File: config.mk
export PLATFORM = sky130hd
export DESIGN_NAME = gcn_accum_row_buffer
export DESIGN_NICKNAME = d
export VERILOG_FILES = /design/src/rtl/gcn_acc_pkg.sv /design/src/rtl/gcn_acc_lane.sv /design/src/rtl/gcn_accum_row_buffer.sv
export SDC_FILE = /design/constraint.sdc
export NUM_CORES = 1
export LEC_CHECK = 0
export ABC_AREA = 0
export BUFFER_PORTS_ARGS = -buffer_cell sky130_fd_sc_hd__buf_2
export CAP_MARGIN = 20
export CORE_ASPECT_RATIO = 0.75
export CORE_MARGIN = 4
export CORE_UTILIZATION = 52
export DETAILED_ROUTE_END_ITERATION = 10
export GPL_TIMING_DRIVEN = 0
export HOLD_SLACK_MARGIN = 0.08
export PLACE_DENSITY = 0.71
export REMOVE_ABC_BUFFERS = 1
export SLEW_MARGIN = 20
export SYNTH_ARGS = -nofsm -noshare
export SYNTH_HDL_FRONTEND = slang
export SYNTH_SLANG_ARGS = --single-unit
File: constraint.sdc
create_clock -name clk -period 3.5 [get_ports clk]
set_clock_uncertainty 0.1 [all_clocks]
set_input_delay 0.175 -clock clk [delete_from_list [all_inputs] [get_ports clk]]
set_output_delay 0.175 -clock clk [all_outputs]
set_load 0.05 [all_outputs]
File: src/rtl/gcn_acc_pkg.sv
// -----------------------------------------------------------------------------
// gcn_acc_pkg
// Shared types and helpers for the GCN accumulate-in-place row buffer.
//   state_e      : buffer FSM states (CLEAR sweep, ACTIVE operation)
//   sat_res_t    : result of one column add (wide sum plus clamp flag)
//   sat_add()    : signed add at a wide internal width, with optional clamp
//                  to the signed range of a DW-bit value
//   DW_DEFAULT   : default value width
//   COLS_DEFAULT : default number of columns per row
// -----------------------------------------------------------------------------
package gcn_acc_pkg;

  localparam int DW_DEFAULT   = 16;
  localparam int COLS_DEFAULT = 3;

  // Internal width of the add; wide enough for any DW the lane supports (< 64).
  localparam int ACC_W = 64;

  typedef enum logic {
    CLEAR  = 1'b0,
    ACTIVE = 1'b1
  } state_e;

  typedef struct packed {
    logic signed [ACC_W-1:0] sum;
    logic                    sat;
  } sat_res_t;

  // Operands arrive sign-extended from dw bits, so the wide sum is exact.
  // The caller keeps the low dw bits, which gives wrap-around when clamp=0.
  function automatic sat_res_t sat_add(input logic signed [ACC_W-1:0] a,
                                       input logic signed [ACC_W-1:0] b,
                                       input int unsigned             dw,
                                       input logic                    clamp);
    sat_res_t                res;
    logic signed [ACC_W-1:0] s;
    logic signed [ACC_W-1:0] hi;
    logic signed [ACC_W-1:0] lo;
    s   = a + b;
    hi  = (64'sd1 <<< (dw - 1)) - 64'sd1;
    lo  = -hi - 64'sd1;
    res.sum = s;
    res.sat = 1'b0;
    if (clamp) begin
      if (s > hi) begin
        res.sum = hi;
        res.sat = 1'b1;
      end else if (s < lo) begin
        res.sum = lo;
        res.sat = 1'b1;
      end
    end
    return res;
  endfunction

endpackage

File: src/rtl/gcn_acc_lane.sv
// -----------------------------------------------------------------------------
// gcn_acc_lane
// One column of the accumulate path: combinational signed add of the stored
// value and the addend, wrapping mod 2^DW or clamping when the build defines
// GCN_ACC_SATURATE_EN.
//   a_i   : current stored value (DW, signed)
//   b_i   : addend (DW, signed)
//   sum_o : new value to store (DW)
//   sat_o : 1 when the result was clamped (always 0 without the macro)
// -----------------------------------------------------------------------------
module gcn_acc_lane
  import gcn_acc_pkg::*;
#(
  parameter int DW = DW_DEFAULT
) (
  input  logic signed [DW-1:0] a_i,
  input  logic signed [DW-1:0] b_i,
  output logic        [DW-1:0] sum_o,
  output logic                 sat_o
);

`ifdef GCN_ACC_SATURATE_EN
  localparam logic CLAMP = 1'b1;
`else
  localparam logic CLAMP = 1'b0;
`endif

  sat_res_t res;
  logic     unused_hi;

  always_comb begin
    res = sat_add(ACC_W'(a_i), ACC_W'(b_i), DW, CLAMP);
  end

  assign sum_o     = res.sum[DW-1:0];
  assign sat_o     = res.sat;
  // Upper bits of the wide sum only matter inside the clamp decision.
  assign unused_hi = ^res.sum[ACC_W-1:DW];

endmodule

File: src/rtl/gcn_accum_row_buffer.sv
// -----------------------------------------------------------------------------
// gcn_accum_row_buffer
// Accumulate-in-place row buffer for GCN aggregation partial sums. Each
// accepted write adds a row vector into the addressed row; reads return a row
// one cycle later. A self-timed sweep zeroes every row after reset or clr_i.
// Optional saturation: define GCN_ACC_SATURATE_EN to clamp instead of wrap.
// Ports:
//   clk, rst_n          : clock, asynchronous active-low reset
//   clr_i               : restart the clear sweep; clears err_o and sat_o
//   busy_o              : high while the clear sweep runs
//   wr_valid/wr_ready   : write-accumulate handshake
//   wr_row, wr_data     : target row and addend vector [0:COLS-1]
//   rd_en, rd_row       : read request and row
//   rd_valid, rd_data   : registered read result
//   err_o               : sticky out-of-range row flag
//   sat_o               : sticky saturation flag
// -----------------------------------------------------------------------------
module gcn_accum_row_buffer
  import gcn_acc_pkg::*;
#(
  parameter  int ROWS = 6,
  parameter  int COLS = COLS_DEFAULT,
  parameter  int DW   = DW_DEFAULT,
  localparam int RW   = $clog2(ROWS)
) (
  input  logic          clk,
  input  logic          rst_n,
  input  logic          clr_i,
  output logic          busy_o,
  input  logic          wr_valid,
  output logic          wr_ready,
  input  logic [RW-1:0] wr_row,
  input  logic [DW-1:0] wr_data [0:COLS-1],
  input  logic          rd_en,
  input  logic [RW-1:0] rd_row,
  output logic          rd_valid,
  output logic [DW-1:0] rd_data [0:COLS-1],
  output logic          err_o,
  output logic          sat_o
);

  state_e        state_q, state_d;
  logic [RW-1:0] sweep_cnt_q, sweep_cnt_d;
  logic          rd_valid_q, rd_valid_d;
  logic [DW-1:0] rd_data_q [0:COLS-1];
  logic [DW-1:0] rd_data_d [0:COLS-1];
  logic          err_q, err_d;
  logic          sat_q, sat_d;

  logic [DW-1:0] mem [0:ROWS-1][0:COLS-1];

  logic          wr_fire, rd_fire;
  logic          wr_in_range, rd_in_range;
  logic [RW-1:0] wr_idx;
  logic [DW-1:0] lane_sum [0:COLS-1];
  logic [COLS-1:0] lane_sat;

  assign wr_in_range = {1'b0, wr_row} < (RW+1)'(ROWS);
  assign rd_in_range = {1'b0, rd_row} < (RW+1)'(ROWS);
  // Keep the lane's memory operand in bounds; dropped writes ignore the sum.
  assign wr_idx      = wr_in_range ? wr_row : '0;
  assign wr_fire     = wr_valid && wr_ready;
  assign rd_fire     = rd_en && (state_q == ACTIVE);

  assign busy_o   = (state_q == CLEAR);
  assign wr_ready = (state_q == ACTIVE);
  assign rd_valid = rd_valid_q;
  assign rd_data  = rd_data_q;
  assign err_o    = err_q;
  // Lanes never flag without clamping, so this stays 0 in the wrap build.
  assign sat_o    = sat_q;

  for (genvar c = 0; c < COLS; c++) begin : g_lane
    gcn_acc_lane #(.DW(DW)) u_lane (
      .a_i   (mem[wr_idx][c]),
      .b_i   (wr_data[c]),
      .sum_o (lane_sum[c]),
      .sat_o (lane_sat[c])
    );
  end

  // FSM and sweep counter: one row zeroed per CLEAR cycle; clr_i restarts.
  always_comb begin
    state_d     = state_q;
    sweep_cnt_d = sweep_cnt_q;
    unique case (state_q)
      CLEAR: begin
        if (clr_i) begin
          sweep_cnt_d = '0;
        end else if (sweep_cnt_q == RW'(ROWS - 1)) begin
          state_d     = ACTIVE;
          sweep_cnt_d = '0;
        end else begin
          sweep_cnt_d = sweep_cnt_q + 1'b1;
        end
      end
      ACTIVE: begin
        if (clr_i) begin
          state_d     = CLEAR;
          sweep_cnt_d = '0;
        end
      end
      default: begin
        state_d     = CLEAR;
        sweep_cnt_d = '0;
      end
    endcase
  end

  // Read register and sticky flags. A fresh error/saturation event in the
  // clr_i cycle wins over the clear, since it happened after the clear request.
  always_comb begin
    rd_valid_d = rd_fire;
    rd_data_d  = rd_data_q;
    err_d      = err_q;
    sat_d      = sat_q;
    if (rd_fire) begin
      for (int c = 0; c < COLS; c++) begin
        rd_data_d[c] = rd_in_range ? mem[rd_row][c] : '0;
      end
    end
    if (clr_i) begin
      err_d = 1'b0;
      sat_d = 1'b0;
    end
    if ((wr_fire && !wr_in_range) || (rd_fire && !rd_in_range)) begin
      err_d = 1'b1;
    end
    if (wr_fire && wr_in_range && (|lane_sat)) begin
      sat_d = 1'b1;
    end
  end

  always_ff @(posedge clk or negedge rst_n) begin
    if (!rst_n) begin
      state_q     <= CLEAR;
      sweep_cnt_q <= '0;
      rd_valid_q  <= 1'b0;
      err_q       <= 1'b0;
      sat_q       <= 1'b0;
      for (int c = 0; c < COLS; c++) begin
        rd_data_q[c] <= '0;
      end
    end else begin
      state_q     <= state_d;
      sweep_cnt_q <= sweep_cnt_d;
      rd_valid_q  <= rd_valid_d;
      err_q       <= err_d;
      sat_q       <= sat_d;
      rd_data_q   <= rd_data_d;
    end
  end

  // Memory has no reset; the sweep is what initialises it.
  always_ff @(posedge clk) begin
    if (state_q == CLEAR) begin
      for (int c = 0; c < COLS; c++) begin
        mem[sweep_cnt_q][c] <= '0;
      end
    end else if (wr_fire && wr_in_range) begin
      for (int c = 0; c < COLS; c++) begin
        mem[wr_row][c] <= lane_sum[c];
      end
    end
  end

endmodule

==> results.py, run 1 <==
metrics = {
    "outcome": {
        "status": "finished clean",
    },
    "cts": {
        "path_clk_slew_ns": 0.06,
        "cts_num_sinks": 342,
        "clk_path_buf_depth": 3,
        "cts_tree": "built",
        "clock-root-buffer": "clkbuf_16",
        "cts-buffers-inserted": 35,
        "cts_max_level": 2,
        "clk-insertion-delay-late_ns": 0.54,
    },
    "global_route": {
        "grt_pass1_wl_mm": 70.27,
        "antenna_found_initial": 1,
        "track_usage_pct": 24.74,
        "grt_max_degree": 58,
        "overflow": 0,
        "grt_pass1_vias": 12105,
    },
    "pwr": {
        "power.total_mw": 11.74,
        "p_int_mw": 7.932,
        "p_comb_share_pct": 25.8,
        "pwr-share-seq_pct": 43.3,
        "p_leak_nw": 7.565,
        "power_density_nw_per_um2": 577.1,
        "power.share.switching_pct": 32.41,
        "clockPowerShare_pct": 30.9,
        "p_switching_mw": 3.804,
        "irDropWorstVdd_mv": 0.3705,
    },
    "die": {
        "start_util_pct": 53.40,
        "placementRows": 57,
        "die-height_um": 166.8,
        "die_w_um": 219.7,
        "core_area_sq_um": 32740,
        "io_pins": 112,
        "dieArea_sq_um": 36640,
    },
    "setup_path": {
        "regToRegSetupSlack_ns": 0.17,
        "path_class": "in -> reg",
        "path_max_fanout": 52,
        "cp.arrival_ns": 3.50,
        "endpoint_kind": "register",
        "required_ns": 3.63,
        "critPathLaunchType": "input pin",
    },
    "place": {
        "dp_hpwl_mm": 28.06,
        "gp_congestion": 0.8414,
        "io_buffers": 110,
        "postPlaceCellArea_sq_um": 18990,
    },
    "sta": {
        "final.setup.tns_ns": 0,
        "drv_slew": 0,
        "period_share_pct": 96.38,
        "relSlewSlack_pct": 45.90,
        "min_period_ns": 3.373,
        "whs_ns": 0.1165,
        "worstMarginPinSlew_ns": 0.8098,
        "hold_viol_final": 0,
        "fmax_mhz": 296.5,
        "finalSetupViolCount": 0,
    },
    "synthesis": {
        "netlist_area_sq_um": 17480,
        "synth_flop_cell": "edfxtp_1",
        "ys_types": 54,
        "yosysSeqAreaShare_pct": 57.21,
        "ys_ff_latch": 342,
        "ys_warn_count": 0,
        "async_flop_share_pct": 15.79,
        "syn_inst": 1302,
        "syn_avg_cell_area_sq_um": 13.42,
        "synth_edf_count": 288,
    },
    "routing": {
        "routedWlPerCell_um": 24.55,
        "vias_per_cell": 6.346,
        "drc": 0,
        "routed_wirelength_mm": 45.99,
        "drt_iter0_markers": 1039,
        "via_count": 11886,
        "ant_nets": 0,
        "first_pass_iters": 5,
    },
    "cells_and_area": {
        "syn2layout_area_growth_pct": 16.34,
        "diodes": 0,
        "finalNetCount": 1522,
        "drive_gt1_share_pct": 26.00,
        "fin_area_sq_um": 20340,
    },
    "run": {
        "max-cap-violations": 0,
    },
    "min_path": {
        "holdCritPathClass": "in -> reg",
    },
}
cell type report:
class                   count  area (sq um)
fillers                  2452         12400
flip-flops and latches    342         10000
multi-input cells         853          7223
repair buffers            147          1368
clock buffers              47         950.9
well taps                 442         553.0
clock inverters            17         145.1
inverters                  25         96.34
metrics by stage:
stage          setup WS, ns  instances  utilization (%)
4_1_cts             0.02609       1869            61.75
6_report             0.1269       1873            62.12
3_5_place_dp        -0.8197       1797            58.01
2_1_floorplan        -1.137       1218                -
5_1_grt            -0.01562       1873            62.12
3_3_place_gp         -5.114       1770            55.66
registers in the layout, summed over array words and instances, names as in the netlist:
signal,count
mem,288
sweep_cnt_q,3
rd_valid,1
rd_data,48
err_o,1
wr_ready,1
Yosys cell counts, drive strengths merged (4+ instances only):
master  instances  area, sq um
inv            25        93.84
nor2b          10        62.56
nor3           17        85.08
a21o           11        82.58
and2            5        31.28
a31oi           7        43.79
and3            7        43.79
a211oi          4        30.03
a221o           4        40.04
a22oi          93        698.2
edfxtp        288         8648
mux2           96         1081
nor4            4        25.02
o21ai          25        125.1
ha             56        700.7
nand2b         10        62.56
clkbuf         47        177.7
nand2          79        296.5
mux2i          55        550.5
o221ai         43        376.6
mux4           51         1149
xor2           14        122.6
dfrtp          54         1351
a21oi          78        390.4
o21a           18        135.1
nand3          10        50.05
buf            37        185.2
nor2          107        401.6
xnor2          15        131.4
cells by family after synthesis:
| logic type | after synthesis | synth area share (%) |
|---|---|---|
| flip-flops | 342 | 57.21 |
| XOR/XNOR | 29 | 1.453 |
| AO/OA/AOI/OAI | 303 | 12.07 |
| AND/OR/NAND/NOR | 257 | 6.378 |
| adder cells (fa/ha/maj) | 59 | 4.352 |
| buffers and inverters | 109 | 2.613 |
| multiplexers | 202 | 15.91 |
| other | 1 | 0.02145 |
power groups by stage:
stage / combinational [mW] / clock [mW] / sequential, mW
finish: 3.03 / 3.62 / 5.09
global route: 3.23 / 3.87 / 5.14
CTS: 3.01 / 3.68 / 5.09
detailed placement: 2.97 / 0 / 5.17
global placement: 2.82 / 0 / 5.19
floorplan: 1.18 / 0 / 6.02
what timing repair did:
action | CTS | global route
endpoints found under the hold margin | 64 | 0
endpoints found under the setup margin | 72 | 126
hold buffers | 7 | 0
pin swaps | 0 | 3
gates resized for setup | 10 | 18
gates cloned | 1 | 2
buffers inserted | 0 | 2
worst max-delay path, stage by stage:
cell and delay, ns:
buf_12 0.20, buf_16 0.25, nor2b_4 0.22, buf_12 0.22, a22oi_1 0.11, o221ai_1 0.23, ha_1 0.29, inv_1 0.08
fa_1 0.43, nand3b_1 0.26, a21oi_2 0.25, o21ai_1 0.20, o221ai_1 0.24, xnor2_1 0.17, nor2_2 0.09
layout by cell type, fill, tap and decap left out, types with 15 or more instances in the layout:
cell type  count
edfxtp_1     288
buf_2        104
nor2_1        97
mux2_2        96
a22oi_1       93
nand2_1       77
a21oi_1       75
ha_1          56
dfrtp_1       54
mux4_2        51
mux2i_1       50
o221ai_1      43
clkbuf_16     36
inv_1         24
o21ai_0       21
o21a_1        18
buf_12        16
nor3_1        15
xnor2_1       15
worst paths after layout:
path / end / depth (start not counted) / start
min in group asynchronous: rd_data[4] / 4 / rst_n
max: mem[3][44] / 15 / wr_row[0]
max in group asynchronous: rd_data[36] / 4 / rst_n
min: mem[3][15] / 4 / wr_data[15]
max reg2reg: mem[1][4] / 6 / wr_ready
min reg2reg: rd_data[3] / 2 / rd_data[3]
per-layer routing:
layer  vias to the layer above  wire length (um)  track usage, %  share of wire [%]
met5                         -                 0               0                  0
met4                         0               877           5.349                1.9
met3                        67              4035           4.572                8.8
met2                       516             21340           38.81                 46
met1                      6002             19730           36.51                 43
li1                       5301                 -               -                  -
No activity file was read; power rests on OpenSTA's default activity.
==> run 2, diff against run 1 <==
- SYNTH_HIERARCHICAL: default -> 1
- TNS_END_PERCENT: default -> 50
==> results.py, run 2 <==
metrics = {
    "die": {
        "dieArea_sq_um": 38160,
        "placementRows": 59,
        "die_w_um": 224.2,
        "io_pins": 112,
        "core_area_sq_um": 34620,
        "start_util_pct": 52.67,
        "die-height_um": 170.2,
    },
    "synthesis": {
        "yosysTopAreaCellShare_pct": 47.42,
        "synth_flop_cell": "edfxtp_1",
        "netlist_top_cells_area": "edfxtp_1, mux2i_1, dfrtp_1, mux4_2, ha_1",
        "syn_avg_cell_area_sq_um": 13.58,
        "ys_types": 50,
        "synth_top_area_cell": "edfxtp_1",
        "syn_inst": 1343,
        "ys_warn_count": 6,
        "netlist_area_sq_um": 18240,
        "synth_edf_count": 288,
        "async_flop_share_pct": 16.03,
        "ys_ff_latch": 343,
        "synth_common_cells": "edfxtp_1, mux2i_1, nand2_1",
        "yosysSeqAreaShare_pct": 54.97,
        "synth_most_common_cell": "edfxtp_1",
    },
    "setup_path": {
        "required_ns": 3.67,
        "rr_worst_depth": 11,
        "rr_startpoint": "mem[0][32]",
        "path_class": "reg -> reg",
        "path_max_fanout": 6,
        "endpoint_kind": "register",
        "regToRegSetupSlack_ns": 0.01,
        "cp.arrival_ns": 3.65,
        "critPathLaunchType": "register",
        "worstReg2RegEnd": "mem[4][42]",
    },
    "cells_and_area": {
        "drive_gt1_share_pct": 23.14,
        "syn2layout_area_growth_pct": 16.56,
        "fin_area_sq_um": 21260,
        "finalNetCount": 1564,
        "largest_reg_flops": 288,
        "top_register": "mem",
        "final_common_cell": "edfxtp_1",
        "diodes": 0,
        "layout_common_cells": "edfxtp_1, mux2i_1, nand2_1",
    },
    "routing": {
        "ant_nets": 0,
        "vias_per_cell": 6.298,
        "via_count": 12211,
        "drt_iter0_markers": 1052,
        "first_pass_iters": 5,
        "drc": 0,
        "routed_wirelength_mm": 47.83,
        "routedWlPerCell_um": 24.67,
    },
    "min_path": {
        "holdCritPathClass": "in -> reg",
        "whs_endpoint": "mem[5][16]",
        "min_path_cells": 3,
        "worstHoldStart": "wr_data[16]",
    },
    "place": {
        "gp_congestion": 0.9066,
        "pre_cts_ws_ns": -0.9779,
        "io_buffers": 111,
        "postPlaceCellArea_sq_um": 19800,
        "dp_hpwl_mm": 29.39,
    },
    "global_route": {
        "grt_pass1_wl_mm": 72.32,
        "overflow": 0,
        "grt_pass1_vias": 12403,
        "grt_max_degree": 70,
        "track_usage_pct": 24.60,
        "antenna_found_initial": 0,
    },
    "cts": {
        "clk_path_buf_depth": 3,
        "cts_tree": "built",
        "cts-buffers-inserted": 35,
        "clk-insertion-delay-late_ns": 0.53,
        "clock-root-buffer": "clkbuf_16",
        "cts_max_level": 2,
        "path_clk_slew_ns": 0.06,
        "cts_num_sinks": 343,
    },
    "sta": {
        "relSlewSlack_pct": 39.90,
        "drv_slew": 0,
        "finalSetupViolCount": 0,
        "fin_ws_ns": 0.01292,
        "fmax_mhz": 286.8,
        "hold_viol_final": 0,
        "rsz0062_at_grt": "true",
        "min_period_ns": 3.487,
        "period_share_pct": 99.63,
        "worstMarginPinSlew_ns": 0.9016,
    },
    "pwr": {
        "power.share.switching_pct": 31.27,
        "p_switching_mw": 3.618,
        "p_comb_share_pct": 25.5,
        "power_density_nw_per_um2": 544.3,
        "power.total_mw": 11.57,
        "p_int_mw": 7.952,
        "irDropWorstVdd_mv": 0.3973,
        "pwr-share-seq_pct": 43.8,
        "p_leak_nw": 8.326,
        "clockPowerShare_pct": 30.7,
    },
    "run": {
        "max-cap-violations": 0,
    },
    "outcome": {
        "status": "finished clean",
    },
}
run 2: cell types whose count changed in the layout (fill, tap and decap cells not counted), sizes merged, moves of 15 or more:
cell / previous run / this run
mux2i: 55 / 197
nor2: 107 / 17
a32o: 0 / 48
mux2: 96 / 48
o21ai: 25 / 73
nand2: 80 / 126
a22oi: 93 / 48
and2: 5 / 49
o221ai: 43 / 1
a21oi: 78 / 55
o21a: 18 / 0
inv: 28 / 13
xnor2: 15 / 30
run 2: how the worst max path moves through the flow:
stage | slack, ns | end | startpoint | cells past startpoint
6_report | 0.01 | mem[4][42] | mem[0][32] | 11
5_1_grt | -0.07 | mem[5][42] | mem[0][32] | 11
4_1_cts | 0.01 | mem[2][26] | mem[0][16] | 11
3_5_place_dp | -0.98 | mem[5][10] | wr_row[1] | 12
3_3_place_gp | -5.32 | mem[1][44] | wr_row[1] | 4
2_1_floorplan | -0.76 | mem[0][0] | wr_ready | 3
run 2: power by group through the flow:
stage               Combinational (mW)  Clock [mW]  Sequential, mW
floorplan                         1.26           0            5.70
global placement                  2.64           0            5.17
detailed placement                2.81           0            5.15
CTS                               2.88        3.60            5.07
global route                      3.13        3.79            5.10
finish                            2.95        3.55            5.07
run 2: cells by family after synthesis:
family	count (synthesis)	synth area share, %
XOR/XNOR	45	2.161
flip-flops	343	54.97
buffers and inverters	98	2.985
other	3	0.06175
multiplexers	293	19.79
AND/OR/NAND/NOR	238	6.086
adder cells (fa/ha/maj)	48	3.417
AO/OA/AOI/OAI	275	10.53
run 2: critical path, stage by stage, from the launching register on:
cell,delay [ns]
edfxtp_1,0.41
mux4_2,0.47
mux2_4,0.30
ha_4,0.17
fa_2,0.38
a21o_4,0.23
a311oi_4,0.37
buf_4,0.19
o21ai_4,0.06
a311oi_2,0.24
nor3_2,0.10
and2_4,0.21
run 2: timing repair:
| item | in CTS | in global routing |
|---|---|---|
| pin swaps | 5 | 21 |
| hold buffers | 7 | 0 |
| buffers inserted | 2 | 9 |
| setup endpoints to repair | 72 | 54 |
| endpoints found under the hold margin | 67 | 0 |
| gates cloned | 2 | 0 |
| gates resized for setup | 16 | 28 |
run 2: area by class of cell:
| class | instances | area (sq um) |
|---|---|---|
| Tap cell | 457 | 571.8 |
| Multi-Input combinational cell | 902 | 7920 |
| Clock inverter | 11 | 53.80 |
| Fill cell | 2610 | 13370 |
| Timing Repair Buffer | 162 | 1619 |
| Inverter | 13 | 48.80 |
| Sequential cell | 343 | 10020 |
| Clock buffer | 51 | 1018 |
run 2: per-stage QoR:
step | util, % | hold WS [ns] | std cells | TNS, ns
after floorplan | - | -0.2206 | 1258 | -146.87
after global placement | 54.50 | 0.3233 | 1826 | -2221.38
after detailed placement | 57.20 | 0.08936 | 1857 | -87.91
after CTS | 60.92 | 0.08276 | 1930 | 0
after global routing | 61.40 | 0.1265 | 1939 | -1.140
final | 61.40 | 0.1130 | 1939 | 0
run 2: metal layers:
layer  wire length, um  up-vias  part of all wire (%)  global-route usage, %
met5                 0        -                     0                      0
met4              1109        0                   2.3                  7.242
met3              3187       93                   6.7                  4.001
met2             22480      465                    47                  39.86
met1             21050     6193                    44                  34.84
li1                  -     5460                     -                      -
==> run 3, diff against run 2 <==
- CAP_MARGIN: 20 -> default
- CORE_ASPECT_RATIO: 0.75 -> 0.6
- PLACE_DENSITY: 0.71 -> 0.68
- clock period: 3.5 -> 4.5 ns (I/O delays scaled with it)
==> results.py, run 3 (synthesis results as in run 2) <==
metrics = {
    "outcome": {
        "status": "finished clean",
    },
    "sta": {
        "final.setup.tns_ns": 0,
        "finalSetupViolCount": 0,
        "hold_viol_final": 0,
        "min_period_ns": 4.062,
        "fin_ws_ns": 0.4376,
        "worstMarginPinSlew_ns": 0.8695,
        "whs_ns": 0.08753,
        "fmax_mhz": 246.2,
        "drv_slew": 0,
        "period_share_pct": 90.28,
        "relSlewSlack_pct": 42.04,
        "rsz0062_at_grt": "false",
    },
    "pwr": {
        "irDropWorstVdd_mv": 0.2958,
        "p_leak_nw": 8.135,
        "power.total_mw": 8.731,
        "power.share.switching_pct": 31.01,
        "clockPowerShare_pct": 30.0,
        "p_switching_mw": 2.708,
        "p_comb_share_pct": 25.0,
        "power_density_nw_per_um2": 420.1,
        "p_int_mw": 6.023,
        "pwr-share-seq_pct": 45.0,
    },
    "routing": {
        "via_count": 11878,
        "routed_wirelength_mm": 45.76,
        "first_pass_iters": 5,
        "routedWlPerCell_um": 23.83,
        "drc": 0,
        "drt_iter0_markers": 1054,
        "ant_nets": 0,
        "vias_per_cell": 6.186,
    },
    "setup_path": {
        "path_cells": "buf_8, buf_16, mux4_1, mux2_2, ha_1, fa_1, a21o_2, a311oi_2, o21ai_0, a311oi_1, nor3_1, and2_1",
        "crit_slowest_cell": "mux4_1",
        "path_class": "in -> reg",
        "regToRegSetupSlack_ns": 0.71,
        "rr_worst_depth": 10,
        "crit_start": "wr_row[1]",
        "required_ns": 4.69,
        "max_stage_delay_ns": 0.60,
        "crit_cells": 12,
        "rr_startpoint": "mem[0][0]",
        "cp_top_family": "compound AO/OA/AOI/OAI gates",
        "critPathLaunchType": "input pin",
        "path_max_fanout": 88,
        "cp.arrival_ns": 4.26,
        "worstReg2RegEnd": "mem[5][10]",
        "path_buf_inv": 2,
        "cp-endpoint": "mem[5][10]",
        "endpoint_kind": "register",
    },
    "place": {
        "postPlaceCellArea_sq_um": 19730,
        "dp.cells": 1857,
        "gp_congestion": 0.8724,
        "pre_cts_ws_ns": -0.09469,
        "dp_hpwl_mm": 29.66,
        "io_buffers": 111,
    },
    "cts": {
        "cts_setup_buffers": 0,
        "path_clk_slew_ns": 0.07,
        "clk-insertion-delay-late_ns": 0.58,
        "cts_hold_buf": 5,
        "cts-buffers-inserted": 31,
        "cts_tree": "built",
        "clock-root-buffer": "clkbuf_16",
        "cts_num_sinks": 343,
        "clk_path_buf_depth": 3,
        "ctsResizeCount": 0,
        "cts_max_level": 1,
    },
    "die": {
        "dieArea_sq_um": 38230,
        "start_util_pct": 53.39,
        "die_w_um": 249.8,
        "core_area_sq_um": 34160,
        "placementRows": 52,
        "io_pins": 112,
        "die-height_um": 153.1,
    },
    "global_route": {
        "overflow": 0,
        "grt_pass1_wl_mm": 70.01,
        "grt_max_degree": 89,
        "track_usage_pct": 23.45,
        "grt_pass1_vias": 11822,
        "antenna_found_initial": 0,
    },
    "cells_and_area": {
        "diodes": 0,
        "multi_input_area_sq_um": 7761,
        "post-route-util_pct": 60.84,
        "top_register": "mem",
        "layout_common_cells": "edfxtp_1, mux2i_1, nand2_1",
        "regArea_sq_um": 10020,
        "finalNetCount": 1543,
        "syn2layout_area_growth_pct": 13.96,
        "final_common_cell": "edfxtp_1",
        "fillers": 2606,
        "largest_reg_flops": 288,
        "fin_area_sq_um": 20780,
        "stdcell_count": 1920,
        "drive_gt1_share_pct": 20.67,
    },
    "run": {
        "max-cap-violations": 0,
    },
    "min_path": {
        "holdCritPathClass": "in -> async",
    },
}
-- run 3: changes by cell type in the layout (fill, tap and decap cells not counted), moves of 5 or more --
cell and change:
clkbuf_8 +5, and2_1 +9, and2_4 -7, buf_4 -11, clkbuf_16 -6, buf_16 -5
-- run 3: area by class of cell --
type / count / share of cell area (%)
multi-input cells: 902 / 37.35
inverters: 13 / 0.2348
clock buffers: 48 / 4.473
flip-flops and latches: 343 / 48.24
clock inverters: 10 / 0.3612
repair buffers: 145 / 6.586
well taps: 459 / 2.763
-- run 3: how the worst min path moves through the flow --
stage	from	cells after the start	end	slack [ns]
4_1_cts	wr_valid	3	err_o	0.08
5_1_grt	rst_n	2	rd_data[12]	0.12
6_report	rst_n	2	rd_data[27]	0.09
2_1_floorplan	rst_n	0	err_o	-0.17
3_5_place_dp	rst_n	1	rd_data[12]	0.14
3_3_place_gp	rd_data[31]	1	rd_data[31]	0.37
-- run 3: power by group through the flow --
stage / Sequential, mW / Clock [mW] / Combinational [mW]
4_1_cts: 3.93 / 2.65 / 2.19
6_report: 3.93 / 2.62 / 2.18
3_3_place_gp: 4.02 / 0 / 2.06
2_1_floorplan: 4.44 / 0 / 0.980
3_5_place_dp: 4.00 / 0 / 2.17
5_1_grt: 3.96 / 2.80 / 2.33
-- run 3: routing by layer --
metal  wire length [um]  GRT usage (%)
met5                  0              0
met2              21560          38.43
met3               2841          3.312
met4                592          3.636
met1              20760          34.43
-- run 3: worst register-to-register path, stage by stage, from the launching register on --
cell and delay [ns]:
edfxtp_1 0.40, mux4_1 0.50, mux2_2 0.28, ha_1 0.26
fa_1 0.42, a21o_2 0.28, a311oi_2 0.45, o21ai_0 0.22
a311oi_1 0.31, nor3_1 0.07, and2_1 0.21
